==> config.mk <==
export PLATFORM = sky130hd
export DESIGN_NAME = seven_seg_scanner
export DESIGN_NICKNAME = d
export VERILOG_FILES = /design/src/rtl/seven_seg_pkg.sv /design/src/rtl/hex_to_seg7.sv /design/src/rtl/seven_seg_scanner.sv
export SDC_FILE = /design/constraint.sdc
export NUM_CORES = 1
export LEC_CHECK = 0
export BUFFER_PORTS_ARGS = -buffer_cell sky130_fd_sc_hd__buf_2
export CAP_MARGIN = 20
export CELL_PAD_IN_SITES_DETAIL_PLACEMENT = 1
export CELL_PAD_IN_SITES_GLOBAL_PLACEMENT = 1
export CORE_MARGIN = 2
export CORE_UTILIZATION = 49
export CTS_CLUSTER_SIZE = 8
export DETAILED_ROUTE_END_ITERATION = 16
export GPL_TIMING_DRIVEN = 0
export PLACE_DENSITY = 0.86
export SYNTH_ARGS = -nofsm -noshare
export SYNTH_HDL_FRONTEND = slang
export SYNTH_SLANG_ARGS = --single-unit
==> constraint.sdc <==
create_clock -name clk -period 7.3 [get_ports clk]
set_input_delay 0.73 -clock clk [delete_from_list [all_inputs] [get_ports clk]]
set_output_delay 0.73 -clock clk [all_outputs]
set_load 0.005 [all_outputs]
==> src/rtl/seven_seg_pkg.sv <==
// seven_seg_pkg: font table, off pattern and polarity helper for the seven-segment scanner
package seven_seg_pkg;
    localparam logic [6:0] SEG_OFF_LOW = 7'b1111111;
    localparam logic [6:0] FONT_LOW [16] = '{
        7'b0000001, 7'b1001111, 7'b0010010, 7'b0000110,
        7'b1001100, 7'b0100100, 7'b0100000, 7'b0001111,
        7'b0000000, 7'b0001100, 7'b0001000, 7'b1100000,
        7'b1110010, 7'b1000010, 7'b0110000, 7'b0111000
    };
    function automatic logic [6:0] pol7(input logic [6:0] v, input bit active_low);
        return active_low ? v : ~v;
    endfunction
endpackage

==> src/rtl/hex_to_seg7.sv <==
// hex_to_seg7: combinational nibble to active-low seven-segment font lookup
module hex_to_seg7
    import seven_seg_pkg::*;
(
    input  logic [3:0] nib,
    output logic [6:0] seg
);
    assign seg = FONT_LOW[nib];
endmodule

==> src/rtl/seven_seg_scanner.sv <==
// seven_seg_scanner: N-digit multiplexed display driver with double-buffered load,
// per-digit dp/blanking, leading-zero suppression and selectable pin polarity
module seven_seg_scanner
    import seven_seg_pkg::*;
#(
    parameter int NUM_DIGITS = 8,
    parameter int SCAN_DIV   = 1024,
    parameter bit ACTIVE_LOW = 1'b1
) (
    input  logic                    clk,
    input  logic                    rst,
    input  logic                    load,
    input  logic [4*NUM_DIGITS-1:0] value,
    input  logic [NUM_DIGITS-1:0]   dp_mask,
    input  logic [NUM_DIGITS-1:0]   blank_mask,
    input  logic                    lz_en,
    output logic [NUM_DIGITS-1:0]   an,
    output logic [6:0]              seg,
    output logic                    dp,
    output logic                    pending,
    output logic                    frame_done
);
    localparam int IW = $clog2(NUM_DIGITS);
    localparam int PW = $clog2(SCAN_DIV);

    typedef struct packed {
        logic                    lz_en;
        logic [NUM_DIGITS-1:0]   blank;
        logic [NUM_DIGITS-1:0]   dp;
        logic [4*NUM_DIGITS-1:0] value;
    } frame_t;

    frame_t                pend_q, disp_q, disp_n;
    logic [PW-1:0]         pcnt;
    logic [IW-1:0]         idx, idx_n;
    logic                  tick, wrap, commit, lit, zero_above;
    logic [NUM_DIGITS-1:0] dark, an_n;
    logic [3:0]            nib;
    logic [6:0]            font;

    assign tick   = pcnt == PW'(SCAN_DIV - 1);
    assign wrap   = tick && idx == IW'(NUM_DIGITS - 1);
    assign commit = wrap && pending;
    assign idx_n  = wrap ? '0 : idx + 1'b1;
    // outputs must reflect a commit landing on the same edge
    assign disp_n = commit ? pend_q : disp_q;
    assign nib    = disp_n.value[{idx_n, 2'b00} +: 4];
    assign lit    = !dark[idx_n];
    assign an_n   = lit ? NUM_DIGITS'(1) << idx_n : '0;

    always_comb begin
        dark = disp_n.blank;
        zero_above = 1'b1;
        for (int i = NUM_DIGITS - 1; i >= 1; i--) begin
            zero_above = zero_above && disp_n.value[4*i +: 4] == 4'd0;
            dark[i] = dark[i] | (disp_n.lz_en & zero_above);
        end
    end

    hex_to_seg7 u_font (.nib(nib), .seg(font));

    always_ff @(posedge clk or posedge rst) begin
        if (rst) begin
            pcnt       <= '0;
            idx        <= IW'(NUM_DIGITS - 1);
            pend_q     <= '0;
            disp_q     <= '0;
            pending    <= 1'b0;
            frame_done <= 1'b0;
            an         <= {NUM_DIGITS{ACTIVE_LOW}};
            seg        <= pol7(SEG_OFF_LOW, ACTIVE_LOW);
            dp         <= ACTIVE_LOW;
        end else begin
            pcnt       <= tick ? '0 : pcnt + 1'b1;
            frame_done <= wrap;
            if (load) begin
                pend_q  <= {lz_en, blank_mask, dp_mask, value};
                pending <= 1'b1;
            end else if (commit) begin
                pending <= 1'b0;
            end
            if (commit) disp_q <= pend_q;
            if (tick) begin
                idx <= idx_n;
                an  <= ACTIVE_LOW ? ~an_n : an_n;
                seg <= pol7(lit ? font : SEG_OFF_LOW, ACTIVE_LOW);
                dp  <= ACTIVE_LOW ? !(lit && disp_n.dp[idx_n]) : (lit && disp_n.dp[idx_n]);
            end
        end
    end
endmodule

After elaboration in Yosys (flattened, before gate mapping)
Memory sizes are Yosys's and may differ from the RTL's.
Index checks and enable logic that the tools add are counted.
{"block": "word_totals", "output_inout_bits": 18, "input_bits": 52, "ramBits": 0, "reg_bits": 129, "latchBits": 0, "memories": 1, "mem_bits_ro": 112, "word_cells": 72}
{"memory": "(name not given)", "depth": 16, "width": 7, "rd": 1, "rd_ports_with_merged_regs": 0, "wr": 0, "line": "hex_to_seg7.sv:8", "rtl": "assign seg = FONT_LOW[nib];"}
{"block": "classes", "n_eq_ne": 2, "n_lt_le_gt_ge": 2, "n_mux": 13, "addsub": 2, "div_mod_pow": 0, "n_reduce_logical": 19, "n_shift": 2, "mul": 0, "bitwise": 16}
{"op": "49-bit 2-to-1 mux", "n": 1}
{"op": "32-bit by 6-bit indexed part select with 4-bit output", "n": 1}
{"op": "4-bit zero test", "n": 7}
{"op": "7-bit 2-to-1 mux", "n": 3}
{"op": "10-bit by 1-bit adder with 10-bit output (second input constant)", "n": 1}
{"op": "10-bit equality test (second input constant)", "n": 1}
{"op": "10-bit 2-to-1 mux", "n": 1}
{"op": "1-bit logical AND", "n": 9}
{"op": "8-bit 2-to-1 mux", "n": 1}
{"op": "8-bit inverter", "n": 1}
{"op": "1-bit by 3-bit left shift with 8-bit output (first input constant)", "n": 1}
{"op": "1-bit bitwise AND", "n": 7}
{"op": "1-bit OR", "n": 7}
{"op": "1-bit binary-select mux with 3-bit select", "n": 2}
{"op": "5-bit >= comparator (second input constant)", "n": 1}
{"op": "4-bit inverter with 5-bit output", "n": 1}
{"op": "3-bit by 4-bit < comparator with 1-bit output (second input constant)", "n": 1}
{"op": "1-bit 2-to-1 mux", "n": 4}
{"op": "3-bit by 1-bit adder with 3-bit output (second input constant)", "n": 1}
{"op": "3-bit equality test (second input constant)", "n": 1}
{"op": "3-bit 2-to-1 mux", "n": 1}
{"op": "1-bit zero test", "n": 2}
{"op": "2-bit nonzero test", "n": 1}

Depth between registers and ports, before layout
Gate-level depths: netlist of the first run.
{"block": "logic_depth", "depth_word": 18, "ltp_mapped": 14, "ltp_nobuf": 13}

Hierarchy
A second synthesis of the first run with hierarchy kept.
{"block": "unflattened", "cells_unflattened": 440, "area_unflattened_um2": 5959.5}
{"mod": "seven_seg_scanner", "instances": 1, "cells_each": 408, "seq_area_each_um2": 3251.9, "area_per_inst_um2": 5724.2}
{"mod": "hex_to_seg7", "instances": 1, "cells_each": 32, "seq_area_each_um2": 0.0, "area_per_inst_um2": 235.2}

Worst setup path before layout of the first run
Ideal clock, no wire load.
{"block": "synth_timing", "path_kind": "register -> register", "start": "reg idx[0]", "end": "reg seg[3]", "required_time_ns": 7.232, "path_buffers": 1, "setup_slack_ns": 4.260, "t_arrival_ns": 2.971, "stages_incl_launch_ff": 14, "setup_ns": 0.068, "synth_period_minus_slack_ns": 3.040, "cell_sequence": "dfstp_2 > ha_1 > ha_1 > clkbuf_1 > inv_1 > a41oi_1 > nor3_1 > o32a_1 > inv_1 > ha_1 > nand2b_1 > o2bb2ai_1 > a211o_1 > a21oi_2"}
{"block": "synth_via", "elab_chain_len": 16, "elab_cells_between_ends": 41, "cone_classes": "add/sub: 1; eq/ne: 1; shift: 1; mux: 7; bitwise: 15; reduce/logical: 15; memory: 1"}
{"element": "start, declared", "line": "seven_seg_scanner.sv:35", "rtl": "logic [IW-1:0] idx, idx_n;"}
{"element": "start signal, assigned", "line": "seven_seg_scanner.sv:65", "rtl": "idx <= IW'(NUM_DIGITS - 1);"}
{"element": "start signal, assigned", "line": "seven_seg_scanner.sv:84", "rtl": "idx <= idx_n;"}
{"element": "branches (longest 15 deep; another with memory read 16 x 7 bit)"}
{"element": "7-bit 2-to-1 mux (*)", "line": "seven_seg_scanner.sv:86", "rtl": "seg <= pol7(lit ? font : SEG_OFF_LOW, ACTIVE_LOW);"}
{"element": "end signal, assigned", "line": "seven_seg_scanner.sv:71", "rtl": "seg <= pol7(SEG_OFF_LOW, ACTIVE_LOW);"}
{"element": "end signal, assigned", "line": "seven_seg_scanner.sv:86"}
{"element": "end, declared", "line": "seven_seg_scanner.sv:18", "rtl": "output logic [6:0] seg,"}
Every way passes the cells marked *. The select of a mux whose other input is x is not followed.
A chain may end at the register's enable or synchronous reset.

Final worst setup path of the first run
{"block": "layout_timing", "start": "reg idx[0]", "end": "reg seg[3]"}
{"block": "layout_via", "elab_cells_between_ends": 41, "cone_classes": "add/sub: 1; eq/ne: 1; shift: 1; mux: 7; bitwise: 15; reduce/logical: 15; memory: 1"}
{"element": "branches (longest 2 deep; another with 3-bit by 1-bit adder with 3-bit output)"}
{"element": "3-bit 2-to-1 mux (*)", "line": "seven_seg_scanner.sv:44", "rtl": "assign idx_n = wrap ? '0 : idx + 1'b1;"}
{"element": "named net idx_n[1]", "line": "seven_seg_scanner.sv:35"}
{"element": "32-bit by 6-bit indexed part select with 4-bit output", "line": "seven_seg_scanner.sv:47", "rtl": "assign nib = disp_n.value[{idx_n, 2'b00} +: 4];"}
{"element": "4-bit inverter with 5-bit output (implied by the code)", "line": "hex_to_seg7.sv:8"}
{"element": "memory read 16 x 7 bit"}
{"element": "7-bit 2-to-1 mux (implied by the code) (2 in series)", "line": "hex_to_seg7.sv:8"}
{"element": "7-bit 2-to-1 mux (*)", "line": "seven_seg_scanner.sv:86"}
Mark *: on every way through the listed nets, which the timed path passes. The select of a mux whose other input is x is not followed.

==> impl_metrics.py, run 1 <==
metrics = {
    "floorplan": {
        "num_rows": 40,
        "io_pins": 70,
        "die_w_microns": 114.3,
        "core_area_sq_um": 11960,
        "die_h_microns": 114.3,
        "start_util_pct": 49.84,
        "die_area_sq_um": 13070,
    },
    "synthesis": {
        "syn_inst": 564,
        "synthTopCellsByArea": "dfrtp_1 (46%), mux2_2 (11%), nand2_1 (9.8%)",
        "netlist_area_sq_um": 5962,
        "async_flop_share_pct": 100.0,
        "synth_edf_count": 0,
        "ys_ff_latch": 129,
        "yosysMostFrequentCell": "nand2_1",
        "yosysWarnings": 0,
        "avgSynthCellArea_sq_um": 10.57,
        "ys_types": 54,
        "yosysSeqAreaShare_pct": 54.54,
        "yosysTopAreaCellShare_pct": 46.17,
        "syn_nets": 628,
        "synth_flop_cell": "dfrtp_1",
        "synth_top_area_cell": "dfrtp_1",
        "synth_commonest_cells": "nand2_1 (155), dfrtp_1 (110), mux2_2 (57)",
    },
    "grt": {
        "grt_pass1_vias": 5152,
        "grt_max_degree": 75,
        "grt_antenna_before_repair": 0,
        "grt_usage_pct": 26.70,
        "grt_overflow_total": 0,
        "grt_pass1_wl_microns": 26460,
    },
    "critical_path": {
        "worst-setup-path-type": "reg2reg",
        "arrival_ns": 4.21,
        "cp-endpoint": "seg[3]$_DFFE_PP1N_",
        "worstReg2RegStart": "idx[0]$_DFFE_PP1N_",
        "endpoint_kind": "register",
        "cp-start-kind": "register",
        "required_ns": 7.65,
        "r2r_slack_ns": 3.44,
        "reg2reg_to": "seg[3]$_DFFE_PP1N_",
        "worstRegToRegCells": 12,
        "worstPathMaxFanout": 10,
        "critPathLaunch": "idx[0]$_DFFE_PP1N_",
    },
    "final_layout": {
        "multiInputGateArea_sq_um": 2532,
        "layout-drive-gt1-share_pct": 28.21,
        "nets": 716,
        "syn_to_final_growth_pct": 18.61,
        "insertedDiodeCount": 0,
        "fillers": 1333,
        "final_core_util_pct": 59.12,
        "seqCellArea_sq_um": 3252,
        "fin_area_sq_um": 7072,
    },
    "place": {
        "port_buffers": 68,
        "dpl_cell_area_sq_um": 6519,
        "gp_congestion": 0.9225,
        "dp_hpwl_microns": 11370,
    },
    "power": {
        "p_int_mw": 1.294,
        "p_sw_mw": 0.3534,
        "switching_share_pct": 21.45,
        "ir_drop_mv": 0.1471,
        "seqPwrFrac_pct": 46.5,
        "pwr-share-comb_pct": 4.3,
        "power_density_nw_per_um2": 232.9,
        "leakagePower_nw": 3.405,
        "clkPwrFrac_pct": 49.2,
    },
    "clocking": {
        "cts_tree": "done",
        "clock_latency_ns": 0.42,
        "holdBufCountCts": 0,
        "numCtsBuffers": 17,
        "clock-root-buffer": "clkbuf_16",
        "htree_num_levels": 4,
        "clock-sinks": 129,
        "path_clk_slew_ns": 0.05,
        "ctsLongestPathBuffers": 2,
        "cts_setup_buffers": 0,
        "cts_resized": 0,
    },
    "timing": {
        "drv_slew": 0,
        "final.min_clock_period_ns": 3.861,
        "hold_viol": 0,
        "setup-violations-final": 0,
        "tightest_slew_ns": 0.6925,
        "skew_ns": 0.006006,
        "tns_ns": 0,
        "rsz0062_at_grt": "false",
        "slew_headroom_pct": 53.23,
        "fin_crit_sh_pct": 52.88,
        "fmax_mhz": 259.0,
    },
    "routing": {
        "detail_route.drc_violations": 0,
        "via_count": 4648,
        "firstDrtPassIters": 4,
        "vias_per_cell": 5.738,
        "drtAntennaViolNets": 0,
        "drt_wl_total_microns": 16180,
        "wl_per_cell_microns": 19.97,
        "first_iter_violations": 241,
    },
    "run": {
        "drv_cap": 0,
    },
    "worst_hold_path": {
        "hold_class": "in2async",
    },
    "run_status": {
        "status": "complete, no violations",
    },
}
how the worst min path moves through the flow:
stage,from,to,slack [ns],cells after the start
floorplan,pend_q[41]$_DFFE_PP0P_,disp_q[41]$_DFF_PP0_,0.43,2
CTS,rst,pend_q[30]$_DFFE_PP0P_,0.37,2
global placement,pend_q[5]$_DFFE_PP0P_,disp_q[5]$_DFF_PP0_,0.45,2
detailed placement,disp_q[37]$_DFF_PP0_,disp_q[37]$_DFF_PP0_,0.46,2
global route,rst,pend_q[26]$_DFFE_PP0P_,0.39,2
finish,rst,pend_q[30]$_DFFE_PP0P_,0.36,2
metal layers:
metal | GRT usage [%] | up-vias | routed length (microns)
li1 | - | 2138 | -
met2 | 46.83 | 115 | 8481
met5 | 0 | - | 0
met1 | 31.96 | 2363 | 6639
met3 | 5.082 | 32 | 648
met4 | 12.03 | 0 | 411
placed cells by master, fill, tap and decap left out, types with 3 or more instances in the layout:
master	count
a21oi_1	11
buf_2	72
clkbuf_16	17
a21o_1	4
xor2_1	7
mux4_2	3
nor2_1	27
ha_1	12
dfstp_2	19
mux2_2	57
dfrtp_1	110
clkbuf_1	26
nand2_1	155
o211ai_1	3
clkinv_2	5
nand3_1	4
o22a_1	8
nor3_1	13
o22ai_1	6
nand4_1	5
and3_1	6
o21ai_0	11
a21oi_2	3
and4_1	3
inv_1	9
nor4_1	11
mux2i_1	8
and2_1	3
buf_1	3
kinds of logic (layout without fill, tap and decap cells):
group	Yosys count	in the layout	synth area share [%]
simple gates	238	238	17.34
flops	129	129	54.54
compound gates	68	68	8.353
mux	68	68	13.24
buf+inv	42	141	2.980
fa+ha+maj	12	12	2.518
xor+xnor	7	7	1.028
flip-flops by register name, indices dropped and copies added (netlist names):
register    count
seg             7
pend_q         49
frame_done      1
disp_q         49
pcnt           10
pending         1
an              8
dp              1
idx             3
layout make-up:
cell class	instances	area share (%)
Tap cell	147	2.601
Clock inverter	7	1.203
Inverter	10	0.6016
Timing Repair Buffer	69	5.202
Clock buffer	23	6.617
Sequential cell	129	45.98
Buffer	32	1.982
Multi-Input combinational cell	393	35.81
power by group through the flow:
| stage | combinational [mW] | clock [mW] | sequential (mW) |
|---|---|---|---|
| floorplan | 0.0456 | 0 | 0.769 |
| global placement | 0.0650 | 0 | 0.777 |
| detailed placement | 0.0721 | 0 | 0.778 |
| CTS | 0.0726 | 0.822 | 0.766 |
| global route | 0.0784 | 0.846 | 0.770 |
| finish | 0.0705 | 0.810 | 0.766 |
critical path, cell delays in order (launching register included):
cell       delay [ns]
dfstp_2          0.54
clkbuf_1         0.41
inv_1            0.23
ha_1             0.50
clkbuf_1         0.48
o21ai_0          0.22
o32a_1           0.31
inv_1            0.17
ha_1             0.30
nand2b_1         0.11
o2bb2ai_1        0.07
a211o_1          0.29
a21oi_2          0.14
through the flow:
stage | setup slack, ns | total power, mW | cells | hold WS (ns)
floorplan | 3.160 | 0.8143 | 564 | 0.4348
global placement | 1.903 | 0.8416 | 779 | 0.4468
detailed placement | 3.526 | 0.8502 | 780 | 0.4604
CTS | 3.478 | 1.661 | 810 | 0.3741
global route | 3.241 | 1.694 | 810 | 0.3902
finish | 3.439 | 1.647 | 810 | 0.3647
(Power assumes the default switching activity.)
==> run 2: changes to the inputs <==
--- a/config.mk
+++ b/config.mk
@@ -10,11 +10,11 @@
 export CELL_PAD_IN_SITES_DETAIL_PLACEMENT = 1
 export CELL_PAD_IN_SITES_GLOBAL_PLACEMENT = 1
 export CORE_MARGIN = 2
-export CORE_UTILIZATION = 49
+export CORE_UTILIZATION = 41
 export CTS_CLUSTER_SIZE = 8
 export DETAILED_ROUTE_END_ITERATION = 16
 export GPL_TIMING_DRIVEN = 0
-export PLACE_DENSITY = 0.86
+export PLACE_DENSITY = 0.77
 export SYNTH_ARGS = -nofsm -noshare
 export SYNTH_HDL_FRONTEND = slang
 export SYNTH_SLANG_ARGS = --single-unit
==> constraint.sdc (replaced) <==
create_clock -name clk -period 3.3 [get_ports clk]
set_input_delay 0.33 -clock clk [delete_from_list [all_inputs] [get_ports clk]]
set_output_delay 0.33 -clock clk [all_outputs]
set_load 0.005 [all_outputs]
==> run 2 against run 1 <==
- routed wire length up 0.96%
- critical path depth down 1
- critical path type unchanged
- cell count up 6.2%
- critical endpoint unchanged
- global-route usage down 4.8 points
- total power up 120%
- clock-buffer cell count up 3
==> impl_metrics.py, run 2 (synthesis gave the netlist of run 1 again) <==
metrics = {
    "final_layout": {
        "layoutNonFillerInstCount": 860,
        "layout-drive-gt1-share_pct": 31.95,
        "syn_to_final_growth_pct": 23.36,
        "nets": 727,
        "top_regs": "disp_q (49), pend_q (49), pcnt (10)",
        "final_common_cell": "nand2_1",
        "insertedDiodeCount": 0,
        "final_core_util_pct": 51.18,
        "final_cell_mix": "nand2_1 (154), dfrtp_1 (110), buf_2 (70), mux2_2 (56), nor2_1 (27)",
    },
    "power": {
        "ir_drop_mv": 0.3318,
        "leakagePower_nw": 3.491,
        "power_density_nw_per_um2": 503.2,
    },
    "grt": {
        "grt_antenna_before_repair": 0,
        "grt_pass1_vias": 5113,
        "grt_usage_pct": 21.88,
        "grt_max_degree": 45,
        "grt_overflow_total": 0,
        "grt_pass1_wl_microns": 26810,
    },
    "floorplan": {
        "die_w_microns": 124.6,
        "core_area_sq_um": 14370,
        "die_area_sq_um": 15520,
        "io_pins": 70,
        "start_util_pct": 41.49,
        "die_h_microns": 124.6,
        "num_rows": 44,
    },
    "critical_path": {
        "required_ns": 3.65,
        "worstPathMaxFanout": 10,
        "worst-setup-path-type": "reg2reg",
        "cp-start-kind": "register",
        "arrival_ns": 3.55,
        "endpoint_kind": "register",
    },
    "routing": {
        "via_count": 4668,
        "drt_wl_total_microns": 16330,
        "wl_per_cell_microns": 18.99,
        "first_iter_violations": 210,
        "detail_route.drc_violations": 0,
        "drtAntennaViolNets": 0,
        "firstDrtPassIters": 4,
        "vias_per_cell": 5.428,
    },
    "timing": {
        "drv_slew": 0,
        "hold_viol": 0,
        "fmax_mhz": 312.5,
        "final.min_clock_period_ns": 3.200,
        "tightest_slew_ns": 0.6488,
        "slew_headroom_pct": 56.75,
        "fin_crit_sh_pct": 96.96,
        "setup-violations-final": 0,
        "skew_ns": 0.006451,
    },
    "clocking": {
        "clock-sinks": 129,
        "clock_latency_ns": 0.42,
        "numCtsBuffers": 17,
        "htree_num_levels": 4,
        "path_clk_slew_ns": 0.05,
        "cts_tree": "done",
        "ctsLongestPathBuffers": 2,
        "clock-root-buffer": "clkbuf_16",
    },
    "worst_hold_path": {
        "hold_class": "in2reg",
    },
    "run": {
        "drv_cap": 0,
    },
    "run_status": {
        "status": "complete, no violations",
    },
    "place": {
        "dp_hpwl_microns": 11470,
        "gp_congestion": 0.8612,
        "port_buffers": 68,
        "dp.cells": 819,
    },
}
run 2: metal layers:
metal	up-vias	GRT usage, %	routed length (microns)
li1	2168	-	-
met1	2361	27.31	6974
met2	114	37.61	8359
met3	25	4.682	755
met4	0	7.733	244
met5	-	0	0
run 2: metrics by stage:
stage                      TNS, ns  total power [mW]  hold slack [ns]  worst slack [ns]  instance area (sq um)
final                            0             3.701           0.1271            0.1003                   7355
after CTS                        0             3.736           0.1086           0.01053                   7277
after floorplan                  0             1.802           0.4348            0.2605                   5966
after detailed placement    -2.682             1.886           0.2793           -0.5763                   6596
after global placement      -1.925             1.866           0.4524           -0.4553                   6536
after global routing      -0.01430             3.835           0.1295          -0.01430                   7355
run 2: worst max-delay path, stage by stage, from the launching register on:
cell	delay (ns)
dfrtp_1	0.41
ha_1	0.24
and3_1	0.16
buf_2	0.19
a41oi_2	0.48
nor3_1	0.11
o311a_1	0.36
a211oi_2	0.46
buf_6	0.21
a211oi_1	0.09
a211o_1	0.27
a21oi_2	0.15
run 2: final cells by class:
cell class | count | area, sq um
buffer | 31 | 155.1
clock buffer | 26 | 499.2
clock inverter | 6 | 80.08
fill | 1562 | 7014
inverter | 10 | 41.29
multi-input combinational | 393 | 2619
sequential | 129 | 3252
tap | 184 | 230.2
timing repair buffer | 81 | 478.0
run 2: repair_timing:
item | CTS | global route
gates cloned | 0 | 0
endpoints found under the hold margin | 6 | 0
resized for setup | 16 | 15
hold buffers | 1 | 0
setup endpoints to repair | 8 | 38
setup buffers | 4 | 5
pin swaps | 4 | 0
run 2: final timing paths:
kind,cells past startpoint,start,slack [ns],end
min in group asynchronous,3,rst,0.38,pend_q[29]$_DFFE_PP0P_
max reg2reg,11,pcnt[0]$_DFF_PP0_,0.10,seg[3]$_DFFE_PP1N_
max,11,pcnt[0]$_DFF_PP0_,0.10,seg[3]$_DFFE_PP1N_
min reg2reg,2,pend_q[41]$_DFFE_PP0P_,0.47,disp_q[41]$_DFF_PP0_
max in group asynchronous,5,rst,2.10,seg[6]$_DFFE_PP1N_
min,3,blank_mask[2],0.13,pend_q[42]$_DFFE_PP0P_
run 2: where the power goes:
group / total [mW] / switching [mW] / internal, mW
logic: 0.159 / 0.0724 / 0.0864
clock network: 1.85 / 0.660 / 1.19
registers: 1.70 / 0.0515 / 1.64
==> run 3: changes to the inputs <==
--- a/config.mk
+++ b/config.mk
@@ -14,7 +14,7 @@
 export CTS_CLUSTER_SIZE = 8
 export DETAILED_ROUTE_END_ITERATION = 16
 export GPL_TIMING_DRIVEN = 0
-export PLACE_DENSITY = 0.77
+export PLACE_DENSITY_LB_ADDON = 0.1
 export SYNTH_ARGS = -nofsm -noshare
 export SYNTH_HDL_FRONTEND = slang
 export SYNTH_SLANG_ARGS = --single-unit
==> run 3 against run 2 <==
- clock power decreased by 4%
- combinational power about the same
- sequential cell count is the same
- register-to-register slack about the same
- total power fell by 2.1%
- largest power group unchanged
==> impl_metrics.py, run 3 (synthesis gave the netlist of run 1 again) <==
metrics = {
    "run_status": {
        "status": "complete, no violations",
    },
    "floorplan": {
        "core_area_sq_um": 14370,
        "die_area_sq_um": 15520,
        "die_w_microns": 124.6,
        "io_pins": 70,
        "num_rows": 44,
        "start_util_pct": 41.49,
        "die_h_microns": 124.6,
    },
    "run": {
        "drv_cap": 0,
    },
    "timing": {
        "final.min_clock_period_ns": 3.207,
        "setup-violations-final": 0,
        "drv_slew": 0,
        "skew_ns": 0.005181,
        "rsz0062_at_grt": "false",
        "slew_headroom_pct": 55.58,
        "hold_viol": 0,
        "fin_crit_sh_pct": 97.18,
        "fmax_mhz": 311.8,
        "tightest_slew_ns": 0.6663,
        "whs_ns": 0.1145,
    },
    "final_layout": {
        "nets": 724,
        "layout-drive-gt1-share_pct": 31.15,
        "fin_area_sq_um": 7303,
        "final_common_cell": "nand2_1",
        "syn_to_final_growth_pct": 22.50,
        "final_cell_mix": "nand2_1 (154), dfrtp_1 (110), buf_2 (71), mux2_2 (56), nor2_1 (27)",
        "top_regs": "disp_q (49), pend_q (49), pcnt (10)",
        "insertedDiodeCount": 0,
        "layoutNonFillerInstCount": 855,
    },
    "power": {
        "ir_drop_mv": 0.3680,
        "leakagePower_nw": 3.457,
        "power_density_nw_per_um2": 496.3,
    },
    "place": {
        "gp_congestion": 0.8872,
        "port_buffers": 68,
        "dp_hpwl_microns": 11480,
        "dpl_cell_area_sq_um": 6596,
        "dp.cells": 819,
    },
    "critical_path": {
        "arrival_ns": 3.54,
        "endpoint_kind": "register",
        "required_ns": 3.63,
        "cp-start-kind": "register",
        "worstPathMaxFanout": 10,
        "worst-setup-path-type": "reg2reg",
    },
    "clocking": {
        "path_clk_slew_ns": 0.05,
        "numCtsBuffers": 17,
        "clock-root-buffer": "clkbuf_16",
        "htree_num_levels": 4,
        "cts_tree": "done",
        "ctsLongestPathBuffers": 2,
        "clock-sinks": 129,
        "clock_latency_ns": 0.42,
    },
    "routing": {
        "wl_met3_microns": 550,
        "vias_per_cell": 5.377,
        "drt_wl_total_microns": 15990,
        "first_iter_violations": 189,
        "detail_route.drc_violations": 0,
        "wl_met1_microns": 7113,
        "firstDrtPassIters": 6,
        "maxUsedRoutingLayer": "met4",
        "route.met2.wl_microns": 8095,
        "via_count": 4597,
        "wl_per_cell_microns": 18.70,
        "drtAntennaViolNets": 0,
    },
    "grt": {
        "grt_max_degree": 43,
        "grt_pass1_wl_microns": 26720,
        "grt_pass1_vias": 5071,
        "grt_overflow_total": 0,
        "grt_usage_pct": 21.85,
        "grt_antenna_before_repair": 0,
    },
    "worst_hold_path": {
        "hold_class": "in2reg",
    },
}
==> run 3: critical path: stages, from the launching register on <==
cell and delay [ns]:
dfstp_2 0.54, buf_2 0.25, inv_1 0.18, ha_2 0.46, clkbuf_4 0.26, o21ai_0 0.17
o32a_1 0.27, buf_4 0.17, ha_1 0.24, mux2_2 0.29, a21oi_2 0.18, a21oi_1 0.10
==> run 3: repair_timing <==
item                                    CTS  global route
hold buffers                              1             0
endpoints found under the setup margin    8            24
endpoints found under the hold margin    22             0
setup buffers                             3             3
gates resized for setup                  11            17
pin swaps                                 4             5
==> run 3: worst paths after layout <==
kind	startpoint	endpoint	slack, ns	cells past startpoint
max	idx[0]$_DFFE_PP1N_	seg[1]$_DFFE_PP1N_	0.09	11
min	blank_mask[2]	pend_q[42]$_DFFE_PP0P_	0.11	3
max reg2reg	idx[0]$_DFFE_PP1N_	seg[1]$_DFFE_PP1N_	0.09	11
min reg2reg	pend_q[4]$_DFFE_PP0P_	disp_q[4]$_DFF_PP0_	0.47	2
max in group asynchronous	rst	seg[6]$_DFFE_PP1N_	1.95	5
min in group asynchronous	rst	pend_q[28]$_DFFE_PP0P_	0.49	3
==> run 3: layer usage <==
layer	track usage [%]	vias to the layer above
li1	-	2146
met1	27.23	2341
met2	37.38	89
met3	5.326	21
met4	7.138	0
met5	0	-
==> run 3: report_power, final <==
| group | total, mW | switching (mW) | internal, mW |
|---|---|---|---|
| clock network | 1.77 | 0.670 | 1.10 |
| logic | 0.159 | 0.0728 | 0.0864 |
| registers | 1.70 | 0.0511 | 1.64 |
==> run 3: layout make-up <==
| cell class | instances | area (sq um) |
|---|---|---|
| Timing Repair Buffer | 78 | 467.9 |
| Inverter | 10 | 41.29 |
| Multi-Input combinational cell | 393 | 2609 |
| Clock buffer | 24 | 491.7 |
| Clock inverter | 6 | 56.30 |
| Fill cell | 1607 | 7066 |
| Tap cell | 184 | 230.2 |
| Sequential cell | 129 | 3252 |
| Buffer | 31 | 155.1 |
==> run 3: stage by stage <==
stage / power [mW] / setup slack (ns) / TNS, ns / util [%]
after CTS: 3.672 / 0.005679 / 0 / 50.14
final: 3.624 / 0.09311 / 0 / 50.83
after global routing: 3.763 / 0.002675 / 0 / 50.83
after detailed placement: 1.887 / -0.5427 / -2.485 / 45.91
after global placement: 1.867 / -0.4858 / -2.005 / 45.49
after floorplan: 1.802 / 0.2605 / 0 / -
